==> config.mk <==
export PLATFORM = sky130hd
export DESIGN_NAME = adder_result_fifo
export DESIGN_NICKNAME = d
export VERILOG_FILES = /design/src/rtl/adder_pkg.sv /design/src/rtl/adder_result_mem.sv /design/src/rtl/adder_result_fifo.sv
export SDC_FILE = /design/constraint.sdc
export NUM_CORES = 1
export LEC_CHECK = 0
export ABC_AREA = 1
export CORE_UTILIZATION = 51
export CTS_BUF_LIST = sky130_fd_sc_hd__clkbuf_8
export CTS_CLUSTER_SIZE = 24
export DETAILED_ROUTE_END_ITERATION = 12
export DONT_BUFFER_PORTS = 1
export PLACE_DENSITY = 0.77
export SETUP_SLACK_MARGIN = 0.3
export SYNTH_ARGS = -nofsm -noshare
export SYNTH_HDL_FRONTEND = slang
export SYNTH_SLANG_ARGS = --single-unit
==> constraint.sdc <==
create_clock -name clk -period 2.2 [get_ports clk]
set_input_delay 0.66 -clock clk [delete_from_list [all_inputs] [get_ports clk]]
set_output_delay 0.66 -clock clk [all_outputs]
set_load 0.01 [all_outputs]
==> src/rtl/adder_pkg.sv <==
// Shared types for the 5-bit prefix adder and its downstream result FIFO.
package adder_pkg;

  localparam int ADD_WIDTH = 5;

  typedef struct packed {
    logic                 cout;
    logic [ADD_WIDTH-1:0] sum;
  } adder_result_t;

endpackage

==> src/rtl/adder_result_mem.sv <==
// Result storage: DEPTH x adder_result_t register array.
// One synchronous write port, one asynchronous read port, no reset.
module adder_result_mem
  import adder_pkg::*;
#(
  parameter int DEPTH = 4,
  parameter int AW    = $clog2(DEPTH)
) (
  input  logic          clk,
  input  logic          we,
  input  logic [AW-1:0] waddr,
  input  adder_result_t wdata,
  input  logic [AW-1:0] raddr,
  output adder_result_t rdata
);

  adder_result_t mem [DEPTH];

  always_ff @(posedge clk) begin
    if (we) begin
      mem[waddr] <= wdata;
    end
  end

  assign rdata = mem[raddr];

endmodule

==> src/rtl/adder_result_fifo.sv <==
// First-word-fall-through FIFO for {cout, sum} adder results.
// ADDER_RESULT_STATS_EN adds a saturating carry-out counter (carry_cnt).
module adder_result_fifo
  import adder_pkg::*;
#(
  parameter int WIDTH = ADD_WIDTH,
  parameter int DEPTH = 4,
  parameter int CNT_W = 8
) (
  input  logic                       clk,
  input  logic                       rst_n,
  input  logic                       in_valid,
  output logic                       in_ready,
  input  logic [WIDTH-1:0]           in_sum,
  input  logic                       in_cout,
  output logic                       out_valid,
  input  logic                       out_ready,
  output logic [WIDTH-1:0]           out_sum,
  output logic                       out_cout,
  output logic [$clog2(DEPTH+1)-1:0] count,
  output logic                       full,
  output logic                       empty
`ifdef ADDER_RESULT_STATS_EN
  ,
  output logic [CNT_W-1:0]           carry_cnt
`endif
);

  localparam int AW = $clog2(DEPTH);
  localparam int PW = AW + 1;

  logic [PW-1:0] wr_ptr;
  logic [PW-1:0] rd_ptr;
  logic          push;
  logic          pop;
  adder_result_t wr_data;
  adder_result_t head;

  assign full  = (wr_ptr[AW-1:0] == rd_ptr[AW-1:0])
              && (wr_ptr[AW] != rd_ptr[AW]);
  assign empty = (wr_ptr == rd_ptr);
  assign count = wr_ptr - rd_ptr;

  assign in_ready  = !full;
  assign out_valid = !empty;

  assign push = in_valid && in_ready;
  assign pop  = out_valid && out_ready;

  assign wr_data.cout = in_cout;
  assign wr_data.sum  = in_sum;

  // Head is masked so stale storage never leaks while empty.
  assign out_sum  = empty ? '0 : head.sum;
  assign out_cout = empty ? 1'b0 : head.cout;

  always_ff @(posedge clk or negedge rst_n) begin
    if (!rst_n) begin
      wr_ptr <= '0;
      rd_ptr <= '0;
    end else begin
      if (push) wr_ptr <= wr_ptr + 1'b1;
      if (pop)  rd_ptr <= rd_ptr + 1'b1;
    end
  end

  adder_result_mem #(
    .DEPTH (DEPTH)
  ) u_mem (
    .clk   (clk),
    .we    (push),
    .waddr (wr_ptr[AW-1:0]),
    .wdata (wr_data),
    .raddr (rd_ptr[AW-1:0]),
    .rdata (head)
  );

`ifdef ADDER_RESULT_STATS_EN
  always_ff @(posedge clk or negedge rst_n) begin
    if (!rst_n) begin
      carry_cnt <= '0;
    end else if (push && in_cout && (carry_cnt != '1)) begin
      carry_cnt <= carry_cnt + 1'b1;
    end
  end
`endif

endmodule
==> flow_summary.toml, run 1 <==
[sta]
max_freq_mhz = 463
layout_worst_path_cycle_share_pct = 98.2
period_minus_slack_ns = 2.16
rsz0062_at_grt = "yes"
relSlewSlack_pct = 78.6
setup_viol = 0
final_hold_viol_count = 0
tightest_slew_ns = 0.320
drv_slew = 0
timing.hold.ws_ns = 0.0679
skew_ns = 0.00724

[layout]
nets = 188
drive_gt1_share_pct = 26.3
syn_to_final_growth_pct = 22.6
fin_util_pct = 65.9
stdcell_count = 202
fill_cells = 209
n_antenna_cell = 0

[worst_setup_path]
slowest_delay_ns = 0.44
timing.rr.end = "u_mem.mem[1][5]$_DFFE_PP_"
start_kind = "flop"
crit_path_end_kind = "output port"
crit_path_start = "wr_ptr[1]$_DFFE_PN0P_"
critical-path-slowest-cell = "dfrtp_2"
worstRegToRegCells = 9
ff2ff_setup_slack_ns = 0.45
critPathArrivalTime_ns = 1.50
path_cells = "ha_4 -> nand2_2 -> inv_2 -> nand3_4 -> inv_8 -> a21oi_4"
crit_required_ns = 1.54
worstPathMaxFanout = 7
reg2reg_from = "rd_ptr[1]$_DFFE_PN0P_"
critPathKind = "reg2out"

[drt]
viasPerCell = 5.11
drc = 0
routed_wl_mm = 2.99
drt_iter0_drc = 60
ant_nets = 0
drt_pass1_iterations = 4
avgRoutedWirePerCell_um = 14.8
vias = 1033

[global_route]
use_met2_pct = 34.4
grt_max_degree = 16
gr-usage-all-layers_pct = 22.2
grt_pass1_wl_mm = 5.00
grt_overflow = 0
use_met3_pct = 7.91
grt_use_met1_pct = 26.2
antenna_found_initial = 0
grt_pass1_vias = 1057
grt-busiest-layer = "met2"

[clocking]
insertion_delay_ns = 0.28
cts_max_path_buffers = 2
cts_max_level = 2
holdBufCountCts = 0
cts_tree = "done"
cts.clk_slew.worst_paths_ns = 0.06
cts_root_buffer = "clkbuf_8"
clock_sinks = 30
cts_made_buffers = 5

[die]
die_h_um = 55.9
coreArea_mm2 = 0.00276
die_area_mm2 = 0.00313
die_w_um = 55.9
rows = 19
ios = 23
initial_core_util_pct = 53.8

[yosys]
synth_area_leaders = "edfxtp_1 49%, nand2_1 14%, dfrtp_1 10%, inv_1 6.1%, ha_1 5.9%"
synth_nets = 170
synthArstFlopShare_pct = 20.0
yosys_warnings = 0
synth_ff_type = "edfxtp_1"
synth-edff-count = 24
synthTopCellsByCount = "56 x nand2_1, 24 x edfxtp_1, 24 x inv_1"
synth_top_area_share_pct = 48.6
syn_area_per_cell_um2 = 9.75
netlist_instances = 152
synthesis.area_mm2 = 0.00148
seq_area_frac_synth_pct = 58.7
synth_top_cell_by_area = "edfxtp_1"
ys_ff_latch = 30
yosysMostFrequentCell = "nand2_1"
ys_types = 16

[pwr]
power.density_mw_per_mm2 = 1610
peakVddDrop_mv = 1.32
p_total_w = 0.00293
p_leak_nw = 0.841

[run_status]
status = "finished clean"

[placement]
portBuffers = 0
place_inst = 185
dp_hpwl_mm = 1.95
routabilityCongestion = 0.790

[run]
maxCapViolations = 0

[hold_path]
min_path_type = "in2async"
-- worst max-delay path: cells and delay by family, from the launching register on --
family	cells	cell delay, ns
adders and majority gates	1	0.27
and+or+nand+nor	2	0.20
buffers and inverters	2	0.25
AOI/OAI and AO/OA	1	0.05
DFF	1	0.44
-- worst max-delay path by stage --
stage	endpoint	depth (start not counted)	slack, ns
finish	out_sum[2]	6	0.04
global route	out_sum[2]	7	-0.03
CTS	out_sum[2]	7	0.05
detailed placement	out_sum[2]	7	0.18
global placement	out_sum[3]	7	0.21
floorplan	out_cout	8	0.24
-- final cells by class --
class                           count  area, um2  share of cell area [%]
Timing Repair Buffer               14        113                    6.19
Inverter                           28        123                    6.74
Tap cell                           31       38.8                    2.13
Clock buffer                        5       68.8                    3.79
Clock inverter                      3       12.5                   0.688
Multi-Input combinational cell     91        589                    32.4
Sequential cell                    30        873                    48.0
-- state kept, by name, indices dropped and copies added (netlist names) --
| register | cells |
|---|---|
| u_mem.mem | 24 |
| rd_ptr | 3 |
| wr_ptr | 3 |
-- metrics by stage --
stage / area, um2 / setup TNS, ns / setup slack (ns)
2_1_floorplan: 1600 / 0 / 0.239
3_3_place_gp: 1640 / 0 / 0.207
3_5_place_dp: 1640 / 0 / 0.184
4_1_cts: 1810 / 0 / 0.0527
5_1_grt: 1820 / -0.177 / -0.0316
6_report: 1820 / 0 / 0.0394
-- power by group --
group / switching (W) / internal [W]
combinational: 0.00103 / 0.000633
sequential: 0.0000875 / 0.000779
clock: 0.000195 / 0.000212
-- repair_timing --
action	CTS	global route
gates resized for setup	9	2
setup endpoints to repair	12	12
buffers inserted	8	1
pin swaps	4	1
-- cell usage in the layout (no fill, tap or decap), drive strengths merged --
| cell | n |
|---|---|
| xor2 | 2 |
| edfxtp | 24 |
| buf | 14 |
| clkbuf | 5 |
| fa | 1 |
| dfrtp | 6 |
| nand3 | 14 |
| nor2 | 3 |
| a21oi | 6 |
| clkinv | 2 |
| inv | 29 |
| nand2 | 58 |
| ha | 7 |
-- cell families (layout without fill, tap and decap cells) --
kind of cell             Yosys count  after routing  synth area share (%)
AO/OA/AOI/OAI                      6              6                  2.03
XOR/XNOR                           2              2                  1.18
AND/OR/NAND/NOR                   75             75                  22.2
flip-flops                        30             30                  58.7
buffers and inverters             31             50                  8.61
adder cells (fa/ha/maj)            8              8                  7.26
-- layer usage --
metal | up-vias | part of all wire, %
met5 | - | 0
met4 | 0 | 2.7
met3 | 8 | 6.9
met2 | 36 | 52
met1 | 474 | 38
li1 | 515 | -
Note: power is estimated with default switching activity, not from simulation.
==> run 2: changes to the inputs <==
--- a/config.mk
+++ b/config.mk
@@ -11,6 +11,7 @@
 export CTS_CLUSTER_SIZE = 24
 export DETAILED_ROUTE_END_ITERATION = 12
 export DONT_BUFFER_PORTS = 1
+export GPL_TIMING_DRIVEN = 0
 export PLACE_DENSITY = 0.77
 export SETUP_SLACK_MARGIN = 0.3
 export SYNTH_ARGS = -nofsm -noshare
==> run 2 against run 1 <==
Net effect:
- clock skew down 0.0021 ns
- cell count down 0.99%
- largest cell class unchanged
- the run now ends with negative setup slack left
- sequential power down 1%
- critical endpoint is now out_sum[4]
- worst setup slack worse by 0.048 ns
- maximum frequency down 2.2%
- combinational power up 2%
- highest routed layer unchanged
- non-clock buffer count down 2
- clock-buffer cell count unchanged
==> flow_summary.toml, run 2 (synthesis gave the netlist of run 1 again) <==
[layout]
fill_cells = 215
reg_top3 = "u_mem.mem: 24 flops, rd_ptr: 3 flops, wr_ptr: 3 flops"
max_flop_register = "u_mem.mem"
final_common_cell = "nand2_1"
nets = 186
drive_gt1_share_pct = 26.6
n_antenna_cell = 0
largest_reg_flops = 24
layout_common_cells = "55 x nand2_1, 24 x edfxtp_1, 22 x inv_1"
syn_to_final_growth_pct = 23.4
fin_util_pct = 66.3

[drt]
drt_iter0_drc = 24
vias = 1019
drc = 0
routed_wl_mm = 3.02
drt_pass1_iterations = 4
viasPerCell = 5.10
ant_nets = 0
avgRoutedWirePerCell_um = 15.1

[clocking]
clock_sinks = 30
cts_tree = "done"
cts_max_path_buffers = 2
cts_root_buffer = "clkbuf_8"
cts_made_buffers = 5
insertion_delay_ns = 0.27
cts_max_level = 2
cts.clk_slew.worst_paths_ns = 0.06

[sta]
rsz0062_at_grt = "yes"
drv_slew = 0
setup_viol = 6
relSlewSlack_pct = 81.4
tightest_slew_ns = 0.278
final_hold_viol_count = 0
timing.hold.ws_ns = 0.0819
layout_worst_path_cycle_share_pct = 100
max_freq_mhz = 453
worst_slack_ns = -0.00867
period_minus_slack_ns = 2.21
skew_ns = 0.00518

[global_route]
gr-usage-all-layers_pct = 22.4
grt_max_degree = 11
grt_overflow = 0
grt_pass1_wl_mm = 5.24
grt_pass1_vias = 1111
antenna_found_initial = 0

[pwr]
clockPowerShare_pct = 13.3
p_switching_w = 0.00133
swShare_pct = 45.0
comb_power_share_pct = 57.7
p_leak_nw = 0.835
peakVddDrop_mv = 1.09
power.density_mw_per_mm2 = 1610
p_total_w = 0.00295
seqPwrFrac_pct = 29.0
p_int_w = 0.00162

[placement]
portBuffers = 0
dp_hpwl_mm = 2.05
routabilityCongestion = 0.787

[worst_setup_path]
critPathArrivalTime_ns = 1.55
worstPathMaxFanout = 7
crit_path_end_kind = "output port"
critPathKind = "reg2out"
crit_required_ns = 1.54
start_kind = "flop"

[die]
ios = 23
initial_core_util_pct = 53.8
rows = 19
coreArea_mm2 = 0.00276
die_area_mm2 = 0.00313
die_h_um = 55.9
die_w_um = 55.9

[hold_path]
min_path_type = "in2async"

[run_status]
status = "finished, violations left"
violations = "negative setup slack"

[run]
maxCapViolations = 0
[run 2: cell count changes in the layout (fill, tap and decap cells not counted)]
cell / delta
inv_2: +1
nor2_1: -3
nand2_2: -1
inv_4: -1
inv_1: +1
clkbuf_8: +1
buf_6: -1
buf_4: -2
clkinv_2: -1
nand2_4: +1
nor2_4: +3
[run 2: critical path: stages, from the launching register on]
cell,delay (ns)
dfrtp_1,0.36
clkbuf_8,0.15
inv_8,0.03
ha_4,0.25
nand2_2,0.04
inv_2,0.07
nand3_4,0.15
inv_8,0.16
a21oi_4,0.06
[run 2: power groups by stage]
stage          clock (W)  combinational (W)  sequential, W
2_1_floorplan          0            0.00121       0.000862
3_3_place_gp           0            0.00138       0.000880
3_5_place_dp           0            0.00144       0.000892
4_1_cts         0.000401            0.00167       0.000863
5_1_grt         0.000433            0.00187       0.000870
6_report        0.000392            0.00170       0.000857
[run 2: area by class of cell]
cell class	instances	area [um2]	share of cell area [%]
well taps	31	38.8	2.12
plain buffers	3	32.5	1.78
multi-input cells	91	617	33.7
clock buffers	5	68.8	3.76
repair buffers	9	67.6	3.69
inverters	28	120	6.57
clock inverters	3	11.3	0.616
flip-flops and latches	30	873	47.7
[run 2: layer usage]
layer / share of wire (%) / track usage, % / vias up
met3: 5.4 / 6.05 / 4
met4: 1.4 / 10.1 / 0
met1: 39 / 26.1 / 481
met5: 0 / 0 / -
met2: 54 / 38.7 / 28
li1: - / - / 506
[run 2: metrics by stage]
step | std cells | TNS, ns | setup slack, ns | instance area [um2]
2_1_floorplan | 152 | 0 | 0.239 | 1600
3_3_place_gp | 183 | 0 | 0.128 | 1640
3_5_place_dp | 183 | 0 | 0.0731 | 1640
4_1_cts | 198 | -0.0549 | -0.0120 | 1810
5_1_grt | 200 | -0.662 | -0.0964 | 1830
6_report | 200 | -0.0372 | -0.00867 | 1830
[run 2: final timing paths]
check,depth (start not counted),to,slack (ns),startpoint
min in group clk,0,u_mem.mem[0][0]$_DFFE_PP_,0.48,in_sum[0]
max,8,out_sum[4],-0.009,rd_ptr[1]$_DFFE_PN0P_
min reg2reg,2,wr_ptr[2]$_DFFE_PN0P_,0.53,wr_ptr[2]$_DFFE_PN0P_
max reg2reg,9,u_mem.mem[0][2]$_DFFE_PP_,0.41,rd_ptr[1]$_DFFE_PN0P_
max in group asynchronous,0,wr_ptr[1]$_DFFE_PN0P_,2.04,rst_n
min,0,rd_ptr[0]$_DFFE_PN0P_,0.08,rst_n
[run 2: what timing repair did]
| item | 4_1_cts | 5_1_grt |
|---|---|---|
| endpoints found under the hold margin | 0 | 0 |
| pin swaps | 4 | 4 |
| hold buffers | 0 | 0 |
| resized for setup | 14 | 1 |
| endpoints found under the setup margin | 30 | 30 |
| buffers inserted | 7 | 2 |
==> run 3: changes to the inputs <==
--- a/config.mk
+++ b/config.mk
@@ -8,10 +8,9 @@
 export ABC_AREA = 1
 export CORE_UTILIZATION = 51
 export CTS_BUF_LIST = sky130_fd_sc_hd__clkbuf_8
-export CTS_CLUSTER_SIZE = 24
+export CTS_CLUSTER_SIZE = 28
 export DETAILED_ROUTE_END_ITERATION = 12
 export DONT_BUFFER_PORTS = 1
-export GPL_TIMING_DRIVEN = 0
 export PLACE_DENSITY = 0.77
 export SETUP_SLACK_MARGIN = 0.3
 export SYNTH_ARGS = -nofsm -noshare
==> results of run 3 <==
Same layout as run 1: the final DEF is identical, and so are final timing and power.
==> RTL edit, RTL diff (config.mk and constraints of run 3) <==
Add a define of `ADDER_RESULT_STATS_EN`.
--- a/src/rtl/adder_result_fifo.sv
+++ b/src/rtl/adder_result_fifo.sv
@@ -1,5 +1,7 @@
 // First-word-fall-through FIFO for {cout, sum} adder results.
 // ADDER_RESULT_STATS_EN adds a saturating carry-out counter (carry_cnt).
+`define ADDER_RESULT_STATS_EN
+
 module adder_result_fifo
   import adder_pkg::*;
 #(
Check against the original RTL (old outputs only; new: carry_cnt): equivalent (equiv_simple and equiv_induct, registers matched by name and starting in step).
==> RTL edit against run 3 <==
Setup slack lost 0.010 ns. Die area increased by 25%. Sequential cell count rose by 8. Critical path depth shrank 3. Power rose by 24%. Global-route usage down 1.0 points. Synthesized area is 26% higher. Core utilization rose by 0.85 points. Cell area is 25% higher. Wire length is 25% higher. Highest routed layer unchanged.
==> RTL edit: results (changes against run 3) <==
adder-cell share of the synthesized area=0.0644 (-0.00819); Worst-Margin Slew=0.415 ns (+0.0951 ns); outcome=completed; met1 Resource Use GR=0.204 (-0.0583); # resized after CTS=18 (+9); Synth Area in Compound Gates=0.0563 (+0.0361); DR pass1 iterations=5 (+1); # Post-CTS Setup Buffers=7 (-1); Multi-input gate area=816 sq um (+38%); GR met2 Demand/Resource=0.395 (+0.0511); Power Density=1590 mW/mm^2 (-1.4%); Met1 Routed Length=1.42 mm (+24%); Unique masters post-synth=22 (+6); syn nets=209 (+23%); VDD IR max=726 uV (-45%); fraction of layout cells with a size suffix above 1=0.264 (+0.00127); clock network area share=0.0603 (+0.0156); nets=226 (+20%); Comb power=1.79 mW (+8%); Seq cells post-synth=38 (+27%); largest net degree at the start of global routing=15 (-1); Worst path max stage delay=0.55 ns (+0.11 ns); skew final=0.00593 ns (-0.00131 ns); Area after DPL=0.00199 sq mm (+21%); Avg Cell Area, Syn=9.82 sq um (+0.66%); Reg clk slew, reported paths=0.08 ns (+0.02 ns); Placer Congestion=0.803 (+1.6%); DR WL met3=235 um (+13%); bufs w/o clock=12 (-2); area grow syn2layout=22.3%; net switching power=1.53 mW (+17%); Routed WL=3.74 mm (+25%); Non-clk invs=23 (-18%); pre-CTS setup slack=0.176 ns (-0.00820 ns); seq pwr=1.14 mW (+32%); Sequential Area=0.00107 sq mm (+23%); first-pass GRT wire length=6.29 mm (+26%); Final HPWL DP=2.54 mm (+30%)
==> RTL edit: cell types whose count changed after synthesis, sizes merged, moves of 4 or more <==
cell   before  now
nand2      58   46
dfrtp       6   14
inv        28   23
nor2        3   37
xor2        2    6
nand3      14    6
o21ai       0   14
==> RTL edit: cell families (layout without fill, tap and decap cells) <==
family          after synthesis  in the layout
flops                        38             38
fa+ha+maj                     9              9
buf+inv                      25             43
xor+xnor                      7              7
simple gates                 90             90
compound gates               21             21
==> RTL edit: worst paths after layout <==
check | startpoint | endpoint | slack, ns | depth (start not counted)
setup / recovery | rd_ptr[0] | count[1] | 0.03 | 3
hold reg to reg | wr_ptr[2] | wr_ptr[2] | 0.54 | 2
hold / removal | rst_n | carry_cnt[2] | 0.06 | 0
setup reg to reg | rd_ptr[0] | u_mem.mem[3][3] | 0.45 | 6
max in group asynchronous | rst_n | rd_ptr[1] | 2.06 | 0
min in group clk | in_sum[4] | u_mem.mem[2][4] | 0.46 | 0
